`src/rtl/count_monitor.sv`:
```
// count_monitor
//   Watches the value of an upstream 8-bit up/down counter. It does three jobs:
//   - pulses `wrap` for one cycle when the counter rolls over (FF->00 counting
//     up, or 00->FF counting down),
//   - keeps a saturating tally of those roll-overs in `wrap_cnt`,
//   - runs a small arm/hit FSM that pulses `match` once when the counter
//     reaches `cmp_val` after being armed.
//   Every output is registered. Inputs sampled at a rising edge show up on the
//   outputs right after that edge.
//
// Ports
//   clk      in   1  system clock, all state changes on its rising edge
//   reset    in   1  asynchronous reset, active low
//   count    in   8  counter value from upstream
//   up_down  in   1  counter direction (0 = up, 1 = down)
//   load     in   1  counter parallel load this cycle (count may jump)
//   cmp_val  in   8  compare value for match detection
//   arm      in   1  arm (or re-arm) match detection
//   clr      in   1  synchronous clear of FSM and wrap counter
//   match    out  1  one-cycle pulse on compare hit
//   wrap     out  1  one-cycle pulse on counter wrap-around
//   wrap_cnt out  8  saturating number of wrap events
//   state    out  2  FSM state (00 IDLE, 01 ARMED, 10 HIT)
module count_monitor (
  input  logic       clk,
  input  logic       reset,
  input  logic [7:0] count,
  input  logic       up_down,
  input  logic       load,
  input  logic [7:0] cmp_val,
  input  logic       arm,
  input  logic       clr,
  output logic       match,
  output logic       wrap,
  output logic [7:0] wrap_cnt,
  output logic [1:0] state
);

  typedef enum logic [1:0] {
    IDLE  = 2'b00,
    ARMED = 2'b01,
    HIT   = 2'b10
  } state_t;

  state_t     state_q, state_d;
  logic       match_q, match_d;
  logic       wrap_q;
  logic [7:0] wrap_cnt_q;
  logic [7:0] prev_count;
  logic       prev_valid;

  logic       wrap_cond;
  logic       hit_cond;

  // A roll-over needs a real previous sample to compare against. A load can
  // make the count jump to any value, so it never counts as a wrap.
  assign wrap_cond = prev_valid && !load &&
                     ((!up_down && prev_count == 8'hFF && count == 8'h00) ||
                      ( up_down && prev_count == 8'h00 && count == 8'hFF));

  // Match only on a count that has just changed (or on the very first sample).
  // That way a count sitting still at cmp_val fires once per arming, not on
  // every cycle.
  assign hit_cond = (count == cmp_val) &&
                    ((count != prev_count) || !prev_valid) && !load;

  // Next-state logic. clr wins over everything else.
  always_comb begin
    // NOTE: every output of this block gets a default first, so no path can
    // leave it unassigned and create a latch.
    state_d = state_q;
    match_d = 1'b0;
    if (clr) begin
      state_d = IDLE;
    end else begin
      case (state_q)
        IDLE: begin
          if (arm) state_d = ARMED;
        end
        ARMED: begin
          if (hit_cond) begin
            state_d = HIT;
            match_d = 1'b1;
          end
        end
        HIT: begin
          if (arm) state_d = ARMED;
        end
        default: state_d = IDLE;  // unused code 11 goes back to IDLE
      endcase
    end
  end

  // NOTE: sequential state is written with non-blocking assignments only, so
  // each register sees the values that were present before the edge.
  always_ff @(posedge clk or negedge reset) begin
    // NOTE: every register here, prev_count included, is cleared by the async
    // reset. The first edge after reset is treated as the first sample.
    if (!reset) begin
      state_q    <= IDLE;
      match_q    <= 1'b0;
      wrap_q     <= 1'b0;
      wrap_cnt_q <= 8'h00;
      prev_count <= 8'h00;
      prev_valid <= 1'b0;
    end else begin
      state_q    <= state_d;
      match_q    <= match_d;
      wrap_q     <= wrap_cond;  // wrap is still reported in a clr cycle
      prev_count <= count;
      prev_valid <= 1'b1;
      if (clr)
        wrap_cnt_q <= 8'h00;
      else if (wrap_cond && wrap_cnt_q != 8'hFF)
        wrap_cnt_q <= wrap_cnt_q + 8'd1;
    end
  end

  assign match    = match_q;
  assign wrap     = wrap_q;
  assign wrap_cnt = wrap_cnt_q;
  assign state    = state_q;

endmodule

```
`config.mk`:
```
export PLATFORM = sky130hd
export DESIGN_NAME = count_monitor
export DESIGN_NICKNAME = d
export VERILOG_FILES = /design/src/rtl/count_monitor.sv
export SDC_FILE = /design/constraint.sdc
export NUM_CORES = 1
export LEC_CHECK = 0
export ABC_CLOCK_PERIOD_IN_PS = 4300
export CAP_MARGIN = 40
export CORE_MARGIN = 2
export CORE_UTILIZATION = 49
export DETAILED_ROUTE_END_ITERATION = 10
export GPL_TIMING_DRIVEN = 0
export PLACE_DENSITY = 0.83
export SYNTH_ARGS = -nofsm -noshare
export SYNTH_HDL_FRONTEND = slang
export SYNTH_SLANG_ARGS = --single-unit
export TNS_END_PERCENT = 50
```
`constraint.sdc`:
```
create_clock -name clk -period 4.3 [get_ports clk]
set_input_delay 0.645 -clock clk [delete_from_list [all_inputs] [get_ports clk]]
set_output_delay 0.645 -clock clk [all_outputs]
set_load 0.03 [all_outputs]
```
==> impl_results.md, run 1 <==
* Mux cell area share after synthesis at 3.88%
* Worst path max stage delay at 0.57 ns
* Met1 track demand over resource at 28.1%
* Critical path startpoint: count[0]
* # hold bufs at CTS at 0
* Total core area at 2190 sq um
* CP Capture Type: flop
* Std cell rows at 17
* # DRC at 0
* Most used flip-flop cell after synthesis: dfrtp_1
* Max Slew Vio Count at 0
* CTS H-tree depth at 1
* Starting Density at 51.5%
* Adder-Cell Fraction of Synth Area at 1.11%
* Critical path launch point type: input pin
* Final Skew at 0.00817 ns
* Sequential element share of the synthesized area at 46.6%
* PD cells at 236 nW/um^2
* Reg2reg path depth at 6
* 1st-iter DRT viols at 13
* Post-route setup TNS at 0 ns
* First-pass GRT wire length at 4300 microns
* Final Cycle Share at 68.6%
* DP Area at 1510 sq um
* Final ANT Viol Nets at 0
* Met2 usage at 33.3%
* Clock latency on the worst-skew pair at 0.30 ns
* WP data required at 4.51 ns
* Lkg Pwr at 0.000627 uW
* Post-route cell area at 1540 sq um
* Chip height at 52.0 microns
* Synthesized flop and latch total at 21
* Net count after synthesis at 135
* EDFF count, synth at 0
* GR Overflow Total at 0
* Cell taking the most area after synthesis: dfrtp_1
* Clock tree from TritonCTS: built
* Xor and xnor area share after synthesis at 13.2%
* Via count at 990
* Bufs and invs on worst path at 2
* CTS max path bufs at 2
* Initial antenna violation count at 0
* Mean Syn Cell Area at 10.1 sq um
* Max FO, Critical Path at 10
* HPWL after DPL at 2010 microns
* Post-CTS Setup Inserts at 0
* Outcome: completed
* Met3 Resource Use GR at 3.74%
* DIE AREA at 2700 sq um
* Synth cell types at 33
* Average wire per standard cell at 14.2 microns
* Post-Synthesis Cells at 112
* Largest net degree at the start of global routing at 19
* Final setup fails at 0
* Largest family of logic cells by synthesized area: simple AND/OR/NAND/NOR gates
* Num CTS Buffers at 3
* Maximum VDD drop at 0.226 mV
* Proportion of netlist area held by the largest area contributor at 46.6%
* Detailed Routing Iterations Pass 1 at 4
* Worst-path clk slew at 0.12 ns
* CP top delay family: simple AND/OR/NAND/NOR gates
* Die X at 52.0 microns
* Drt total wl at 2520 microns
* Mapped cell area at 1130 sq um
* Compound-Gate Fraction of Synth Area at 4.99%
* Slowest cell on the critical path: clkdlybuf4s50_1
* Worst Hold Class: in2async
* Gr usage total at 21.6%
* PortBufs at 33
* Max-cap violations at 0
* Synthesis Warnings at 0
* N_diodes at 0
* Cts repair resizes at 0
* RR Startpoint: prev_count[0]
* Layout cells sized above 1 at 5.33%
* Fmax at 339 MHz
* Final Hold Viols at 0
* Vias per cell at 5.56
* Asr flop ratio synth at 100%
* R2R Path End: wrap_cnt[5]
* Final GP Congestion at 0.858
* Clk root buf: clkbuf_4
* Period minus WS final at 2.95 ns
* Worst Path Arrival at 3.16 ns
* Vias in the first global route at 960
* Num Clock Sinks at 21
* Synth Area in Simple Gates at 27.9%
* Nets at 174
* Syn-to-layout area delta at 36.0%
* RSZ-0062 raised after global routing: no
* Setup CP Type: in2reg
* R2R Setup Slk at 1.79 ns
* CP Cell Sequence: clkdlybuf4s50_1 > or4b_1 > or3_1 > o32a_1 > buf_4 > nor3_1 > mux2_2
* Busiest layer in global routing: met2
* Main area contributors after synthesis: dfrtp_1 47%, xor2_1 9.3%, xnor2_1 3.9%, nor3_1 3.1%, nor2_1 3.0%
* Ports at 34
[synth_stat cells (2+ instances only)]
library cell / n
or4_1: 2
nor2_1: 9
dfrtp_1: 21
xor2_1: 12
nor2b_1: 5
mux2_2: 3
inv_1: 3
nand3_1: 6
nor4_1: 5
nand2_1: 5
nand4_1: 5
xnor2_1: 5
or3_1: 3
nor3_1: 7
o21ai_0: 3
[state kept, by name (all words and copies together), names as in the netlist]
name,count
state,2
prev_valid,1
prev_count,8
wrap,1
match,1
wrap_cnt,8
[routing by layer]
layer / up-vias / part of all wire, % / wire length [microns]
li1: 481 / - / -
met1: 469 / 44 / 1110
met2: 32 / 49 / 1240
met3: 8 / 4.4 / 112
met4: 0 / 2.3 / 59
met5: - / 0 / 0
[layout by cell type, fill, tap and decap left out, types with 5 or more instances in the layout]
master / count
nor2_1: 9
nor3_1: 7
nand3_1: 6
xor2_1: 12
xnor2_1: 5
nand4_1: 5
nor4_1: 5
dfrtp_1: 21
nor2b_1: 5
nand2_1: 5
clkdlybuf4s50_1: 33
[worst max-delay path by stage]
| stage | end | slack (ns) | cells after the start |
|---|---|---|---|
| floorplan | wrap_cnt[5] | 1.75 | 6 |
| global placement | wrap_cnt[5] | 1.08 | 7 |
| detailed placement | wrap_cnt[5] | 1.01 | 7 |
| CTS | wrap_cnt[5] | 1.36 | 7 |
| global route | wrap_cnt[5] | 1.24 | 7 |
| finish | wrap_cnt[5] | 1.35 | 7 |
[stage by stage]
step	std cells	total power, uW	utilization, %	setup WS [ns]	hold WS (ns)
finish	178	362	70.1	1.35	0.542
global route	178	381	70.1	1.24	0.518
CTS	178	367	70.1	1.36	0.530
detailed placement	174	270	68.9	1.01	0.532
global placement	173	266	68.2	1.08	0.508
floorplan	112	232	-	1.75	0.349
[power by group]
part | switching (uW) | internal [uW] | leakage, uW
Sequential | 5.21 | 203 | 0.000271
Clock | 58.6 | 36.2 | 0.0000150
Combinational | 27.1 | 31.7 | 0.000340
[final cells by class]
class	count	area, sq um
Fill cell	176	656
Tap cell	28	35.0
Multi-Input combinational cell	86	581
Buffer	2	11.3
Timing Repair Buffer	34	345
Sequential cell	21	526
Clock buffer	4	26.3
Inverter	3	11.3
[logic make-up after synthesis]
logic type	after synthesis
AND/OR/NAND/NOR	55
other	1
adder cells (fa/ha/maj)	1
multiplexers	4
buffers and inverters	5
XOR/XNOR	17
AO/OA/AOI/OAI	8
flip-flops	21
No activity file was read; power rests on OpenSTA's default activity.
==> run 2, diff against run 1 <==
ABC_CLOCK_PERIOD_IN_PS = 3000   (was 4300)
CORE_UTILIZATION = 46   (was 49)
PLACE_DENSITY = 0.79   (was 0.83)
clock period = 3 ns   (was 4.3 ns; I/O delays follow)
==> impl_results.md, run 2 (synthesis results as in run 1) <==
* Detailed Routing Iterations Pass 1 at 4 (unchanged)
* Switching Fraction at 25.9% (was 25.1%)
* Max-cap violations at 0 (unchanged)
* Met3 Resource Use GR at 3.89% (was 3.74%)
* Clock latency on the worst-skew pair at 0.31 ns (was 0.30 ns)
* Power Internal at 388 uW (was 271 uW)
* Final Hold Viols at 0 (unchanged)
* Chip height at 53.5 microns (was 52.0 microns)
* Post-CTS Setup Inserts at 0 (unchanged)
* Slowest cell on the critical path: clkdlybuf4s50_1 (unchanged)
* WP data required at 3.21 ns (was 4.51 ns)
* Num Clock Sinks at 21 (unchanged)
* N_diodes at 0 (unchanged)
* # DRC at 0 (unchanged)
* DIE AREA at 2870 sq um (was 2700 sq um)
* First-pass GRT wire length at 4730 microns (was 4300 microns)
* Gr usage total at 23.3% (was 21.6%)
* Met1 track demand over resource at 29.9% (was 28.1%)
* Vias per cell at 5.64 (was 5.56)
* Final Skew at 0.00287 ns (was 0.00817 ns)
* Most frequent cells in the layout: 33 x clkdlybuf4s50_1, 21 x dfrtp_1, 12 x xor2_1 (unchanged)
* Seq pwr share at 57.0% (was 57.5%)
* Filler cell count at 179 (was 176)
* Ports at 34 (unchanged)
* Lkg Pwr at 0.000627 uW (unchanged)
* Final ANT Viol Nets at 0 (unchanged)
* Clock power share at 26.9% (was 26.2%)
* Final Power at 524 uW (was 362 uW)
* Average wire per standard cell at 15.0 microns (was 14.2 microns)
* Net Switching at 135 uW (was 90.9 uW)
* Worst Hold Class: in2async (unchanged)
* Critical path launch point type: input pin (unchanged)
* Cts repair resizes at 0 (unchanged)
* Nets at 174 (unchanged)
* Largest net degree at the start of global routing at 19 (unchanged)
* Period minus WS final at 2.75 ns
* Busiest layer in global routing: met2 (unchanged)
* 1st-iter DRT viols at 23 (was 13)
* # hold bufs at CTS at 0 (unchanged)
* GR Overflow Total at 0 (unchanged)
* Worst path max stage delay at 0.58 ns (was 0.57 ns)
* Std cell rows at 17 (unchanged)
* Drt total wl at 2670 microns (was 2520 microns)
* Max FO, Critical Path at 10 (unchanged)
* Sequential cell area at 526 sq um (unchanged)
* Total core area at 2280 sq um (was 2190 sq um)
* Via count at 1004 (was 990)
* Layout cells sized above 1 at 5.33% (unchanged)
* CTS H-tree depth at 1 (unchanged)
* Syn-to-layout area delta at 36.0% (unchanged)
* PD cells at 341 nW/um^2 (was 236 nW/um^2)
* Multi-input logic area at 581 sq um (unchanged)
* Final GP Congestion at 0.904 (was 0.858)
* Combinational Power Share at 16.1% (was 16.3%)
* Final Cycle Share at 91.7%
* Setup CP Type: in2reg (unchanged)
* Starting Density at 49.6% (was 51.5%)
* Finished Core Util at 67.5% (was 70.1%)
* Maximum VDD drop at 0.338 mV (was 0.226 mV)
* Die X at 53.5 microns (was 52.0 microns)
* Fmax at 364 MHz
* Met2 usage at 38.1% (was 33.3%)
* Worst-path clk slew at 0.12 ns (about the same)
* Commonest non-fill, non-tap cell in the layout: clkdlybuf4s50_1 (unchanged)
* CTS max path bufs at 2 (unchanged)
* RSZ-0062 raised after global routing: no (unchanged)
* Vias in the first global route at 1033 (was 960)
* PortBufs at 33 (unchanged)
* CP Cell Sequence: clkdlybuf4s50_1 > or4b_1 > or3_1 > o32a_1 > buf_4 > nor3_1 > mux2_2 (unchanged)
* Post-route setup TNS at 0 ns (unchanged)
* Clock tree from TritonCTS: built (unchanged)
* Max Slew Vio Count at 0 (unchanged)
* Outcome: completed (unchanged)
* Worst Path Arrival at 2.96 ns (was 3.16 ns)
* HPWL after DPL at 2100 microns (was 2010 microns)
* Clk root buf: clkbuf_4 (unchanged)
* Final setup fails at 0 (unchanged)
* Num CTS Buffers at 3 (unchanged)
* Initial antenna violation count at 0 (unchanged)
* CP Capture Type: flop (unchanged)
run 2: power by group through the flow:
stage | clock network (uW) | logic [uW] | registers, uW
floorplan | 0 | 27.4 | 305
global placement | 0 | 78.8 | 303
detailed placement | 0 | 84.6 | 304
CTS | 144 | 84.8 | 298
global route | 161 | 92.5 | 299
finish | 141 | 84.4 | 298
run 2: worst paths after layout:
path | from | to | slack (ns) | depth (start not counted)
hold reg to reg | state[1] | match | 0.53 | 1
hold / removal | reset | prev_count[0] | 0.33 | 1
setup reg to reg | prev_count[0] | wrap_cnt[5] | 0.47 | 6
min in group clk | state[1] | match | 0.53 | 1
setup / recovery | count[0] | wrap_cnt[5] | 0.25 | 7
max in group asynchronous | reset | wrap_cnt[5] | 2.29 | 2
run 2: through the flow:
step	setup slack (ns)	hold WS, ns	area [sq um]	std cells
floorplan	0.634	0.154	1130	112
global placement	-0.0249	0.508	1490	173
detailed placement	-0.112	0.498	1510	174
CTS	0.240	0.327	1540	178
global route	0.149	0.327	1540	178
finish	0.250	0.331	1540	178
run 2: final cells by class:
class	instances	area share [%]
Timing Repair Buffer	34	22.5
Sequential cell	21	34.2
Tap cell	28	2.28
Inverter	3	0.733
Clock buffer	4	1.71
Multi-Input combinational cell	86	37.8
Buffer	2	0.733
run 2: critical path: cells and delay by family:
kind,cells,cell delay (ns)
mux,1,0.36
buf+inv,2,0.76
compound gates,1,0.35
simple gates,3,1.03
run 2: routing by layer:
layer | share of wire, % | vias up
met5 | 0 | -
met3 | 4.8 | 5
met2 | 50 | 34
met1 | 44 | 485
li1 | - | 480
met4 | 1.8 | 0
